<file path="src/rtl/feed_pkg.sv">
// Shared definitions for the systolic feed controller: state encoding and default sizes.
package feed_pkg;
  typedef enum logic {
    FEED_IDLE = 1'b0,
    FEED_RUN  = 1'b1
  } feed_state_e;

  localparam int FEED_ROWS      = 32;
  localparam int FEED_ROWS_LOG2 = 5;
  localparam int FEED_LEN_W     = 8;
  localparam int FEED_SCNT_W    = 16;
endpackage

</file>
<file path="src/rtl/systolic_feed_ctrl_if.sv">
// Control/status bundle between the operand loader, the row FIFOs and the feed controller.
interface systolic_feed_ctrl_if
  import feed_pkg::*;
#(
  parameter int ROWS   = FEED_ROWS,
  parameter int LEN_W  = FEED_LEN_W,
  parameter int SCNT_W = FEED_SCNT_W
);
  logic              START;
  logic [LEN_W-1:0]  LEN;
  logic              ABORT;
  logic [ROWS-1:0]   FIFO_EMPTY;
  logic [ROWS-1:0]   POPE;
  logic              BUSY;
  logic              DONE;
  logic [SCNT_W-1:0] STALL_CNT;

  modport master (output START, LEN, ABORT, FIFO_EMPTY,
                  input  POPE, BUSY, DONE, STALL_CNT);
  modport slave  (input  START, LEN, ABORT, FIFO_EMPTY,
                  output POPE, BUSY, DONE, STALL_CNT);
endinterface

</file>
<file path="src/rtl/feed_row_mask.sv">
// Diagonal wavefront mask: row r is due while step t lies in [r, r+len_q).
module feed_row_mask #(
  parameter int ROWS  = 32,
  parameter int LEN_W = 8,
  parameter int T_W   = 13
) (
  input  logic [T_W-1:0]   t,
  input  logic [LEN_W-1:0] len_q,
  output logic [ROWS-1:0]  due
);
  logic [T_W-1:0] len_x;
  assign len_x = T_W'(len_q);

  for (genvar r = 0; r < ROWS; r++) begin : g_row
    localparam logic [T_W-1:0] R = T_W'(r);
    // Guard t>=R first so the subtraction never wraps.
    assign due[r] = (t >= R) && ((t - R) < len_x);
  end
endmodule

</file>
<file path="src/rtl/systolic_feed_ctrl.sv">
// Skewed pop scheduler for the PE-array row FIFOs; all rows stall together on any due-empty row.
// Optional stall counter built when FEED_STALL_CNT_EN is defined.
module systolic_feed_ctrl
  import feed_pkg::*;
#(
  parameter int ROWS      = FEED_ROWS,
  parameter int ROWS_LOG2 = FEED_ROWS_LOG2,
  parameter int LEN_W     = FEED_LEN_W,
  parameter int SCNT_W    = FEED_SCNT_W
) (
  input logic               CLK,
  input logic               RSTn,
  systolic_feed_ctrl_if.slave bus
);
  localparam int T_W = LEN_W + ROWS_LOG2;

  feed_state_e      state, state_nxt;
  logic [T_W-1:0]   t, t_nxt;
  logic [LEN_W-1:0] len_q, len_nxt;
  logic             done_q, done_nxt;
  logic [ROWS-1:0]  due, pope;
  logic             run, stall, last;

  feed_row_mask #(.ROWS(ROWS), .LEN_W(LEN_W), .T_W(T_W)) u_mask (
    .t     (t),
    .len_q (len_q),
    .due   (due)
  );

  assign run   = (state == FEED_RUN);
  assign stall = run && |(due & bus.FIFO_EMPTY);
  assign last  = (t == (T_W'(len_q) + T_W'(ROWS - 2)));

  always_ff @(posedge CLK or negedge RSTn) begin
    if (!RSTn) begin
      state  <= FEED_IDLE;
      t      <= '0;
      len_q  <= '0;
      done_q <= 1'b0;
    end else begin
      state  <= state_nxt;
      t      <= t_nxt;
      len_q  <= len_nxt;
      done_q <= done_nxt;
    end
  end

  always_comb begin
    state_nxt = state;
    t_nxt     = t;
    len_nxt   = len_q;
    done_nxt  = 1'b0;
    pope      = '0;
    case (state)
      FEED_IDLE: begin
        if (bus.START) begin
          if (bus.LEN != '0) begin
            state_nxt = FEED_RUN;
            len_nxt   = bus.LEN;
            t_nxt     = '0;
          end else begin
            done_nxt  = 1'b1;
          end
        end
      end
      FEED_RUN: begin
        if (bus.ABORT) begin
          state_nxt = FEED_IDLE;
          t_nxt     = '0;
        end else if (!stall) begin
          pope = due;
          if (last) begin
            state_nxt = FEED_IDLE;
            done_nxt  = 1'b1;
            t_nxt     = '0;
          end else begin
            t_nxt = t + 1'b1;
          end
        end
      end
      default: state_nxt = FEED_IDLE;
    endcase
  end

  assign bus.POPE = pope;
  assign bus.BUSY = run;
  assign bus.DONE = done_q;

`ifdef FEED_STALL_CNT_EN
  logic [SCNT_W-1:0] scnt;

  // Cleared on any START seen in IDLE; saturates and holds after the tile.
  always_ff @(posedge CLK or negedge RSTn) begin
    if (!RSTn)                              scnt <= '0;
    else if (!run && bus.START)             scnt <= '0;
    else if (stall && (scnt != '1))         scnt <= scnt + 1'b1;
  end

  assign bus.STALL_CNT = scnt;
`else
  assign bus.STALL_CNT = '0;
`endif
endmodule

</file>
<file path="src/flat_wrapper.sv">
// flat-port wrapper written by rule: the top's interface ports become plain ports
module systolic_feed_ctrl_flat import feed_pkg::*;
#(
  parameter int ROWS      = FEED_ROWS,
  parameter int ROWS_LOG2 = FEED_ROWS_LOG2,
  parameter int LEN_W     = FEED_LEN_W,
  parameter int SCNT_W    = FEED_SCNT_W
)
  (CLK, RSTn, bus_START, bus_LEN, bus_ABORT, bus_FIFO_EMPTY, bus_POPE, bus_BUSY, bus_DONE, bus_STALL_CNT);
  systolic_feed_ctrl_if #(.ROWS(ROWS), .LEN_W(LEN_W), .SCNT_W(SCNT_W)) bus_i ();
  input logic CLK;
  input logic RSTn;
  input wire logic [$bits(bus_i.START)-1:0] bus_START;
  input wire logic [$bits(bus_i.LEN)-1:0] bus_LEN;
  input wire logic [$bits(bus_i.ABORT)-1:0] bus_ABORT;
  input wire logic [$bits(bus_i.FIFO_EMPTY)-1:0] bus_FIFO_EMPTY;
  output wire logic [$bits(bus_i.POPE)-1:0] bus_POPE;
  output wire logic [$bits(bus_i.BUSY)-1:0] bus_BUSY;
  output wire logic [$bits(bus_i.DONE)-1:0] bus_DONE;
  output wire logic [$bits(bus_i.STALL_CNT)-1:0] bus_STALL_CNT;
  assign bus_i.START = bus_START;
  assign bus_i.LEN = bus_LEN;
  assign bus_i.ABORT = bus_ABORT;
  assign bus_i.FIFO_EMPTY = bus_FIFO_EMPTY;
  assign bus_POPE = bus_i.POPE;
  assign bus_BUSY = bus_i.BUSY;
  assign bus_DONE = bus_i.DONE;
  assign bus_STALL_CNT = bus_i.STALL_CNT;
  systolic_feed_ctrl #(.ROWS(ROWS), .ROWS_LOG2(ROWS_LOG2), .LEN_W(LEN_W), .SCNT_W(SCNT_W)) u_core (.CLK(CLK), .RSTn(RSTn), .bus(bus_i));
endmodule
</file>
<file path="config.mk">
export PLATFORM = sky130hd
export DESIGN_NAME = systolic_feed_ctrl_flat
export DESIGN_NICKNAME = d
export VERILOG_FILES = /design/src/rtl/feed_pkg.sv /design/src/rtl/systolic_feed_ctrl_if.sv /design/src/rtl/feed_row_mask.sv /design/src/rtl/systolic_feed_ctrl.sv /design/src/flat_wrapper.sv
export SDC_FILE = /design/constraint.sdc
export NUM_CORES = 1
export LEC_CHECK = 0
export BUFFER_PORTS_ARGS = -buffer_cell sky130_fd_sc_hd__buf_2
export CAP_MARGIN = 15
export CORE_MARGIN = 2
export CORE_UTILIZATION = 50
export CTS_CLUSTER_DIAMETER = 120
export CTS_CLUSTER_SIZE = 10
export DETAILED_ROUTE_END_ITERATION = 16
export HOLD_SLACK_MARGIN = 0.15
export PLACE_DENSITY = 0.68
export SLEW_MARGIN = 10
export SYNTH_ARGS = -nofsm -noshare
export SYNTH_HDL_FRONTEND = slang
export SYNTH_SLANG_ARGS = --single-unit
</file>
<file path="constraint.sdc">
create_clock -name CLK -period 7 [get_ports CLK]
set_input_delay 1.75 -clock CLK [delete_from_list [all_inputs] [get_ports CLK]]
set_output_delay 1.75 -clock CLK [all_outputs]
set_load 0.05 [all_outputs]
</file>
==> results.json, run 1 <==
{
  "status": "complete, but fails checks",
  "violations": "setup timing",
  "wl_um": 54550,
  "p_comb_share_pct": 75.7,
  "path_class": "reg2out",
  "p_leak_uw": 0.005251,
  "yosysUniqueCellTypes": 95,
  "arrival_ps": 5260,
  "rows": 53,
  "p_sw_share_pct": 52.93,
  "setup_ws_ps": -6.469,
  "ant_nets": 0,
  "cts_made_buffers": 3,
  "gp_congestion": 1.113,
  "powerDensity_nw_per_um2": 99.97,
  "htreeDepth": 1,
  "grt_max_degree": 44,
  "pin_count": 94,
  "report.final.hold_viol_count": 0,
  "drtIter0Drc": 1573,
  "syn2layout_area_growth_pct": 10.89,
  "grt-ovfl-total": 0,
  "grt_use_total_pct": 47.65,
  "portBuffers": 77,
  "syn_area_um2": 10600,
  "async_reset_ff_share_pct": 100.0,
  "final_util_pct": 56.27,
  "min_path_type": "reg2reg",
  "cp_data_required_time_ps": 5250,
  "power_frac_seq_pct": 13.5,
  "end_kind": "output port",
  "clockBufferDepth": 2,
  "yosysMostFrequentCell": "ha_1",
  "first_pass_iters": 6,
  "max_freq_ghz": 0.1427,
  "finalCriticalPeriod_ps": 7006,
  "cap_violations": 0,
  "yosys-top-cells-area": "ha_1 (22%), xnor2_1 (10%), dfrtp_1 (5.4%)",
  "die_area_um2": 22380,
  "worst_setup_path_start_kind": "flop",
  "hpwlAfterDp_um": 41320,
  "tns_ps": -6.469,
  "fin_crit_sh_pct": 100.1,
  "holdWs_ps": 618.2,
  "cts.sinks": 23,
  "finalSetupViolations": 1,
  "avgViaCountPerCell": 7.107,
  "wl_per_cell_um": 30.17,
  "slew_headroom_pct": 14.99,
  "antenna_found_initial": 2,
  "nets": 1762,
  "n_fill_cell": 2061,
  "ys_ff_latch": 23,
  "tightest_slew_ps": 1270,
  "synth_commonest_cells": "ha_1 (187), xnor2_1 (127), a21oi_1 (111)",
  "seqCellArea_um2": 578.1,
  "drive_gt1_share_pct": 14.64,
  "die_h_um": 149.6,
  "ys_seq_area_share_pct": 5.430,
  "synth_top_area_share_pct": 22.07,
  "intPower_uw": 553.1,
  "grt_pass1_wl_um": 78450,
  "final_max_slew_viol_count": 0,
  "synth_flop_cell": "dfrtp_1",
  "fp.dieW_um": 149.6,
  "holdBufCountCts": 0,
  "synth_warnings": 0,
  "clock_latency_ps": 260,
  "multi_input_area_um2": 9291,
  "ir_drop_mv": 0.1491,
  "syn_inst": 1457,
  "p_sw_uw": 622.1,
  "synth_edf_count": 0,
  "root_buffer": "clkbuf_16",
  "crit_fanout": 17,
  "grt_pass1_vias": 11990,
  "cts_tree": "built",
  "synth.avg_cell_area_um2": 7.275,
  "fin_worst_skew_ps": 4.853,
  "vias": 12850,
  "drc": 0,
  "power_frac_clock_pct": 10.8,
  "synth_top_area_cell": "ha_1",
  "clk_pin_slew_ps": 60,
  "coreArea_um2": 20890,
  "start_util_pct": 50.75
}
-- cell type report --
| cell class | count | area share, % |
|---|---|---|
| repair buffers | 178 | 10.05 |
| multi-input cells | 1254 | 79.04 |
| diodes | 3 | 0.06386 |
| inverters | 71 | 2.331 |
| clock buffers | 4 | 0.6706 |
| flip-flops and latches | 23 | 4.918 |
| well taps | 275 | 2.927 |
-- repair_timing --
action / in CTS / in global routing
setup buffers: 0 / 2
resized for setup: 2 / 11
pin swaps: 0 / 2
hold endpoints to repair: 0 / 0
setup endpoints to repair: 11 / 26
-- registers in the layout (all words and copies together), names as in the netlist --
signal           count
u_core.bus.BUSY      1
u_core.bus.DONE      1
u_core.len_q         8
u_core.t            13
-- logic make-up after synthesis --
kind of cell    after synthesis  synth area share, %
other cells                   1              0.03538
xor+xnor                    150                12.39
compound gates              415                26.88
fa+ha+maj                   187                22.07
mux                           9               0.8853
flops                        23                5.430
buf+inv                     195                8.085
simple gates                477                24.22
-- path summary, 6_finish.rpt --
check | start | endpoint | slack, ps | cells after the start
max reg2reg | u_core.t[2] | u_core.t[5] | 1940 | 17
min in group asynchronous | RSTn | u_core.t[5] | 1470 | 1
min | u_core.bus.BUSY | u_core.bus.DONE | 620 | 2
max in group asynchronous | RSTn | u_core.t[6] | 5140 | 1
max | u_core.t[2] | bus_POPE[25] | -6 | 18
min reg2reg | u_core.bus.BUSY | u_core.bus.DONE | 620 | 2
-- critical path: stages (launching register included) --
cell and delay, ps:
dfrtp_1 510, clkinvlp_4 300, ha_1 330, nand2b_1 330, a21oi_1 200, xnor2_1 160, ha_1 300, a211o_1 300
o211ai_1 120, o2111ai_1 170, a2111oi_1 480, and3_1 380, a2111o_1 290, nor4_4 70, buf_4 180, and3_1 180
buf_4 210, and4_1 250, buf_2 210
-- layout by cell type, fill, tap and decap left out, types with 7 or more instances in the layout --
cell type,instances
buf_4,98
nor4_1,16
o31ai_1,7
a21oi_1,110
or3_1,8
a21o_1,46
o2111ai_1,14
nor2_1,81
o21a_1,11
a211o_1,8
a2111oi_0,12
nand3_1,53
nor3_1,33
and3_1,31
nand2b_1,15
buf_2,77
conb_1,16
a31oi_1,15
nand2_1,101
o21ai_0,58
inv_1,64
a211oi_1,20
xor2_1,23
and2_1,12
o22ai_1,9
dfrtp_1,21
nand4_1,45
ha_1,186
o211ai_1,16
o21ai_1,7
nor2b_1,24
xnor2_1,126
-- stage by stage --
step           cell area [um2]  instances  total power [uW]  setup WS, ps
6_report                 11760       1808              1175        -6.469
5_1_grt                  11750       1805              1257        -35.61
4_1_cts                  11700       1803              1136         56.91
3_5_place_dp             11610       1799              1004         120.3
3_3_place_gp             11610       1799             984.8         112.9
2_1_floorplan            10680       1472             719.7        -225.9
-- routing by layer --
layer	wire length (um)	share of wire, %	global-route usage [%]
met4	4871	8.9	33.38
met5	0	0	0
met1	20180	37	60.25
met2	21110	39	67.22
met3	8387	15	16.37
-- power groups by stage --
stage                     Combinational [uW]  Clock (uW)  Sequential, uW
final                                    889         127             159
after global routing                     963         133             161
after CTS                                852         126             158
after detailed placement                 844           0             161
after global placement                   825           0             160
after floorplan                          559           0             161
(Power assumes the default switching activity.)
==> run 2: changes to the inputs <==
--- a/config.mk
+++ b/config.mk
@@ -7,13 +7,15 @@
 export LEC_CHECK = 0
 export BUFFER_PORTS_ARGS = -buffer_cell sky130_fd_sc_hd__buf_2
 export CAP_MARGIN = 15
+export CELL_PAD_IN_SITES_DETAIL_PLACEMENT = 1
+export CELL_PAD_IN_SITES_GLOBAL_PLACEMENT = 1
 export CORE_MARGIN = 2
-export CORE_UTILIZATION = 50
+export CORE_UTILIZATION = 42
 export CTS_CLUSTER_DIAMETER = 120
 export CTS_CLUSTER_SIZE = 10
 export DETAILED_ROUTE_END_ITERATION = 16
 export HOLD_SLACK_MARGIN = 0.15
-export PLACE_DENSITY = 0.68
+export PLACE_DENSITY = 0.77
 export SLEW_MARGIN = 10
 export SYNTH_ARGS = -nofsm -noshare
 export SYNTH_HDL_FRONTEND = slang
==> results.json, run 2 (synthesized netlist as in run 1, its figures left out) <==
{
  "fp.dieW_um": 162.9,
  "tightest_slew_ps": 1041,
  "grt_pass1_wl_um": 88750,
  "clock_latency_ps": 270,
  "ir_drop_mv": 0.1548,
  "end_kind": "output port",
  "hold_end": "u_core.bus.DONE",
  "cts_made_buffers": 3,
  "cts_tree": "built",
  "arrival_ps": 5270,
  "die_area_um2": 26530,
  "vias": 13140,
  "grt_max_degree": 35,
  "holdWs_ps": 640.7,
  "rrSetupSlack_ps": 1760,
  "worst_setup_path_start_kind": "flop",
  "finalSetupViolations": 4,
  "portBuffers": 77,
  "largest-register": "u_core.t",
  "regToRegStartpoint": "u_core.t[1]",
  "setup_ws_ps": -20.51,
  "largestRegisters": "u_core.t x13, u_core.len_q x8",
  "wl_um": 61380,
  "cp_num_buf_inv": 6,
  "cp_common_cell": "buf_4",
  "hold_path_depth": 2,
  "gp_congestion": 1.073,
  "path_delay_family": "simple AND/OR/NAND/NOR gates",
  "report.final.hold_viol_count": 0,
  "start_util_pct": 42.46,
  "coreArea_um2": 24960,
  "path_cells": "buf_4 -> buf_4 -> ha_1 -> a21o_1 -> xnor2_2 -> inv_1 -> ha_1 -> a21oi_1 -> a21oi_1 -> nor4_1 -> nand4_1 -> o2111ai_2 -> nor4_4 -> buf_4 -> and3_1 -> buf_4 -> and4_1 -> buf_2",
  "first_pass_iters": 6,
  "critPathMaxStageDelay_ps": 530,
  "rows": 58,
  "cp.depth": 18,
  "drc": 0,
  "die_h_um": 162.9,
  "final_max_slew_viol_count": 0,
  "fin_worst_skew_ps": 15.01,
  "avgViaCountPerCell": 6.946,
  "drive_gt1_share_pct": 16.72,
  "slowest_stage": "dfrtp_1",
  "mostFrequentLayoutCell": "ha_1",
  "slew_headroom_pct": 28.79,
  "nets": 1793,
  "status": "complete, but fails checks",
  "wl_per_cell_um": 32.44,
  "hpwlAfterDp_um": 47380,
  "min_path_type": "reg2reg",
  "final_cell_mix": "ha_1 (184), buf_4 (129), xnor2_1 (125)",
  "violations": "setup timing",
  "drtIter0Drc": 1634,
  "grt_use_total_pct": 45.70,
  "cap_violations": 0,
  "syn2layout_area_growth_pct": 13.99,
  "largest_reg_flops": 13,
  "max_freq_ghz": 0.1424,
  "hp-start": "u_core.bus.BUSY",
  "cts.sinks": 23,
  "antenna_found_initial": 3,
  "clk_pin_slew_ps": 80,
  "grt-ovfl-total": 0,
  "final_util_pct": 48.40,
  "powerDensity_nw_per_um2": 99.44,
  "clockBufferDepth": 2,
  "ant_nets": 0,
  "grt_pass1_vias": 13170,
  "rsz0062_at_grt": "false",
  "path_class": "reg2out",
  "p_leak_uw": 0.005428,
  "rr_worst_depth": 18,
  "finalCriticalPeriod_ps": 7021,
  "fin_crit_sh_pct": 100.3,
  "pre_cts_ws_ps": -142.7,
  "cp_data_required_time_ps": 5250,
  "htreeDepth": 1,
  "crit_fanout": 14,
  "root_buffer": "clkbuf_16",
  "timing.rr.end": "u_core.t[5]",
  "pin_count": 94
}
[run 2: changes by cell type in the layout (fill, tap and decap cells not counted), moves of 2 or more]
cell        previous run  this run
a2111oi_0             12        14
a2111oi_1              3         1
buf_4                 98       129
clkinvlp_4             2         0
diode_2                3         1
ha_1                 186       184
ha_2                   1         3
o2111ai_1             14        12
o2111ai_2              2         4
[run 2: metal layers]
layer / global-route usage, % / up-vias / share of wire [%]
met1: 58.07 / 6311 / 38
met2: 67.68 / 923 / 40
met5: 0 / - / 0.020
met4: 31.66 / 2 / 9.0
met3: 11.26 / 320 / 12
li1: - / 5586 / -
[run 2: area by class of cell]
cell class              instances  area (um2)
fillers                      3249       12880
multi-input cells            1254        9323
repair buffers                209        1420
flip-flops and latches         23       578.1
well taps                     330       412.9
inverters                      71       266.5
clock buffers                   3       75.07
clock inverters                 1       5.005
diodes                          1       2.502
[run 2: what timing repair did]
| action | 4_1_cts | 5_1_grt |
|---|---|---|
| setup buffers | 1 | 0 |
| setup endpoints to repair | 32 | 32 |
| hold buffers | 0 | 0 |
| resized for setup | 7 | 10 |
| pin swaps | 1 | 0 |
[run 2: worst min-delay path: cells and delay by family (launching register included)]
family,cells,cell delay (ps)
DFF,1,370
and+or+nand+nor,1,150
AOI/OAI and AO/OA,1,80
[run 2: worst max-delay path by stage]
stage | endpoint | startpoint
finish | bus_POPE[6] | u_core.t[1]
global route | bus_POPE[12] | u_core.t[1]
CTS | bus_POPE[6] | u_core.t[2]
detailed placement | bus_POPE[18] | u_core.t[4]
global placement | bus_POPE[18] | u_core.t[4]
floorplan | bus_POPE[11] | u_core.t[5]
[run 2: through the flow]
step	instances	power [uW]	TNS (ps)	instance area (um2)
after floorplan	1472	719.7	-1059	10680
after global placement	1886	999.8	-3571	11920
after detailed placement	1886	1038	-362.8	11920
after CTS	1891	1176	0	12040
after global routing	1891	1291	0	12080
final	1892	1202	-60.10	12080
[run 2: where the power goes]
group / total (uW) / internal (uW) / switching (uW)
logic: 908 / 333 / 575
registers: 159 / 145 / 14.2
clock network: 135 / 77.3 / 57.4
total: 1200 / 555 / 646
